==> config.mk <==
export PLATFORM = sky130hd
export DESIGN_NAME = mod_n_counter
export DESIGN_NICKNAME = d
export VERILOG_FILES = /design/src/rtl/mod_n_counter_pkg.sv /design/src/rtl/mod_n_counter.sv
export SDC_FILE = /design/constraint.sdc
export NUM_CORES = 1
export LEC_CHECK = 0
export ABC_CLOCK_PERIOD_IN_PS = 2580
export CORE_AREA = 3 3 40 42
export DETAILED_ROUTE_END_ITERATION = 10
export DIE_AREA = 0 0 43 45
export DONT_BUFFER_PORTS = 1
export PLACE_DENSITY = 0.3
export SYNTH_ARGS = -nofsm -noshare
export SYNTH_HDL_FRONTEND = slang
export SYNTH_SLANG_ARGS = --single-unit
==> constraint.sdc <==
create_clock -name clk -period 2.58 [get_ports clk]
set_clock_uncertainty 0.05 [all_clocks]
set_input_delay 0.774 -clock clk [delete_from_list [all_inputs] [get_ports clk]]
set_output_delay 0.774 -clock clk [all_outputs]
set_load 0.05 [all_outputs]
==> src/rtl/mod_n_counter_pkg.sv <==
// Shared helpers for the modulo-N counter family.
//   modulus_legal(n, width) : 1 when a counter of modulus n fits in width bits
//                             (n >= 2 and n <= 2**width).
package mod_n_counter_pkg;

  function automatic bit modulus_legal(input int n, input int width);
    if (width < 1 || width > 31) return 1'b0;
    return (n >= 2) && (longint'(n) <= (longint'(1) << width));
  endfunction

endpackage

==> src/rtl/mod_n_counter.sv <==
// Free-running modulo-N up-counter: 0,1,...,N-1,0,... one step per rising clk edge.
// clk may be a derived or gated clock. Counters are cascaded by feeding one
// counter's terminal condition into the next counter's clk.
// Parameters (positional order fixed):
//   N     : modulus, count range 0..N-1, legal N >= 2
//   WIDTH : width of out, legal when N <= 2**WIDTH
// Ports:
//   clk         : count clock, rising-edge active
//   GlobalReset : asynchronous active-high reset, forces out to 0
//   out         : current count, direct flop outputs (glitch-free)
//   tc          : terminal count, combinational decode of out == N-1
module mod_n_counter
  import mod_n_counter_pkg::*;
#(
  parameter int N     = 6,
  parameter int WIDTH = 3
) (
  input  logic             clk,
  input  logic             GlobalReset,
  output logic [WIDTH-1:0] out,
  output logic             tc
);

  localparam logic [WIDTH-1:0] LAST = WIDTH'(N - 1);

  generate
    if (!modulus_legal(N, WIDTH)) begin : g_illegal_params
      $error("mod_n_counter: illegal parameters N=%0d WIDTH=%0d (need 2 <= N <= 2**WIDTH)",
             N, WIDTH);
    end
  endgenerate

  logic [WIDTH-1:0] next_count;

  // The >= compare wraps at N-1 and also recovers any upset state above N-1.
  always_comb begin
    next_count = out + WIDTH'(1);
    if (out >= LAST) next_count = '0;
  end

  always_ff @(posedge clk or posedge GlobalReset) begin
    if (GlobalReset) out <= '0;
    else             out <= next_count;
  end

  assign tc = (out == LAST);

endmodule

## Word level (Yosys, flattened, before mapping)

Cells that the tools add are included.

| word-level totals | value |
|---|---|
| register bits | 3 |
| output and inout bits | 4 |

| cells by class | value |
|---|---|
| $add $sub $neg | 1 |
| $lt $le $gt $ge | 1 |
| equality and inequality tests | 1 |
| muxes and demuxes | 1 |

Operator list:

| operator | number |
|---|---|
| $add 3x1->3 const B | 1 |
| $eq 3x3->1 const B | 1 |
| $ge 3x3->1 const B | 1 |
| $mux 3 | 1 |

## Depth between registers and ports, before layout

| logic depth | value |
|---|---|
| depth after elaboration | 2 |
| depth in mapped cells | 4 |

## Worst setup path before layout

No wires, ideal clock.

| timing | value |
|---|---|
| kind | reg-to-output |
| start point | register out[0] |
| end point | output tc |
| arrival | 1.355 ns |
| data required time | 1.756 ns |
| path slack | 0.401 ns |
| cell stages (with the launch flop) | 3 |
| buffers on the path | 0 |
| cells stage by stage | dfrtp_1 -> ha_1 -> and2_1 |

| on the way | value |
|---|---|
| longest elaborated chain between the ends | 1 |

Ends and longest elaborated chain:

| element | RTL line | RTL |
|---|---|---|
| start: declaration | mod_n_counter.sv:20 | `output logic [WIDTH-1:0] out,` |
| start signal: assignment | mod_n_counter.sv:43 | `else out <= next_count;` |
| $eq 3x3->1 | mod_n_counter.sv:46 | `assign tc = (out == LAST);` |
| end: declaration | mod_n_counter.sv:21 | `output logic tc` |

No other way between the ends.

## Worst setup path after layout

Same ends and word-level chain as after synthesis.

==> qor.txt <==
Worst Path Required - 1760 ps
switch share - 19.4%
internal power - 0.105 mW
# rows - 13
Root Driver - clkbuf_4
drc violations - 0
clock tree buffer depth - 2
outcome - finished clean
reg2reg setup slack - 1320 ps
net load switching power - 0.0254 mW
reg2reg start - out[1]
max-capacitance violation count - 0
DR vias/cell - 3.18
post-CTS setup buffer count - 0
Post-Syn Area - 166 sq um
RSZ-0062 raised after global routing - false
Seq cells post-synth - 3
leading cell types in the layout, fill and taps excluded - 4 x buf_4, 3 x clkbuf_4, 3 x dfrtp_1
CTS Hold Bufs - 0
setup_tns - 0 ps
synth unique cells - 10
die width - 43 um
crit path max fanout - 3
Seq/Total Area, Yosys - 45.1%
Crit. Startpoint - out[0]
clock slew at reported path FFs - 40 ps
number of diodes - 0
CTS Sinks - 3
core box area - 1280 sq um
Detail Route Antenna Nets - 0
gr ovfl total - 0
period utilization - 77.4%
worst skew pair latency - 230 ps
peak supply drop - 0.173 mV
Final Setup Violations - 0
pwr dens - 542 nW/um^2
commonest non-fill, non-tap cell in the layout - buf_4
max-slew violations - 0
Final #Nets - 28
CTS tree - yes
layout cells sized above 1 - 43.5%
clock group share of total power - 63.1%
WS Path Type - reg -> out
Crit path arrival time - 1170 ps
Max-Slew Margin vs Limit - 87.3%
# IOs - 6
minimum clock period - 2000 ps
first-pass GRT wire length - 669 um
Slew @ Worst Pin - 191 ps
vias in the first global route - 146
Post-CTS Resized - 0
Starting Density - 13.0%
max reg flops - 3
largest registers - out (3)
Critical Path End Type - output port
Warnings, synthesis - 0
Post-Syn Area per Cell - 11.1 sq um
initial antenna violation count - 0
GRT Total Usage - 5.51%
routed via count - 121
GP Congestion - 0.574
Placed Instances - 34
Comb pwr share - 0.7%
H-tree depth - 1
drt total wl - 356 um
worst r2r path cells - 3
initial DRC count - 1
TritonRoute pass-1 iters - 3
Largest Register - out
CTS buffer count - 3
fmax - 501 MHz
hold crit path type - in -> async
WL/cell - 9.37 um
Die ar. - 1940 sq um
Worst Setup Start Kind - flip-flop
Final Core Density - 18.8%
RR Endpoint - out[2]
non-filler instance count after layout - 38
Buffers on Ports - 0
final hold violations - 0
Post-Syn Nets - 19
sequential share of power - 36.2%
die span in y - 45 um
Leakage - 0.109 nW
Layout area overhead - 45.1%
largest net degree at the start of global routing - 6
Mapped Cells - 15
## metal layers
metal	share of wire (%)	GRT usage [%]
met4	0	7.23
met5	0	0
met3	13	4.78
met1	50	6.57
met2	37	4.49
## metrics by stage
step	setup slack [ps]	power [mW]	hold WS [ps]	cell area, sq um
CTS	562	0.135	238	241
floorplan	401	0.0487	478	166
global placement	837	0.0489	486	215
global route	507	0.140	238	241
finish	583	0.131	241	241
detailed placement	816	0.0489	488	215
## critical path, stage by stage (launching register included)
cell	delay [ps]
dfrtp_1	370
ha_1	220
and2_1	160
buf_4	180
## kinds of logic (layout without fill, tap and decap cells)
| kind of cell | Yosys count | after routing | synth area share [%] |
|---|---|---|---|
| buffers and inverters | 2 | 10 | 4.51 |
| AOI/OAI and AO/OA | 3 | 3 | 15.0 |
| and+or+nand+nor | 5 | 5 | 20.3 |
| adders and majority gates | 2 | 2 | 15.0 |
| DFF | 3 | 3 | 45.1 |
## synth_stat cells
| library cell | number | area (sq um) |
|---|---|---|
| a21oi_2 | 1 | 8.76 |
| or3_4 | 1 | 11.3 |
| o21a_1 | 1 | 7.51 |
| and2_1 | 1 | 6.26 |
| ha_1 | 2 | 25.0 |
| o21ai_2 | 1 | 8.76 |
| dfrtp_1 | 3 | 75.1 |
| nand2b_1 | 2 | 12.5 |
| nor2_1 | 1 | 3.75 |
| inv_1 | 2 | 7.51 |
## worst max-delay path by stage
stage,cells after the start,endpoint
final,3,tc
after global routing,4,tc
after CTS,3,tc
after detailed placement,3,tc
after global placement,3,tc
after floorplan,2,tc
## power groups by stage
stage,Sequential [mW],Combinational (mW),Clock [mW]
CTS,0.0473,0.000997,0.0867
floorplan,0.0479,0.000818,0
global placement,0.0479,0.000948,0
global route,0.0473,0.00119,0.0919
finish,0.0473,0.000910,0.0826
detailed placement,0.0479,0.000997,0
## cell type report
| type | count | area, sq um |
|---|---|---|
| Fill cell | 143 | 1040 |
| Multi-Input combinational cell | 10 | 83.8 |
| Sequential cell | 3 | 75.1 |
| Timing Repair Buffer | 4 | 30.0 |
| Clock buffer | 4 | 26.3 |
| Tap cell | 15 | 18.8 |
| Inverter | 2 | 7.51 |
Power figures use the tool's default switching activity.
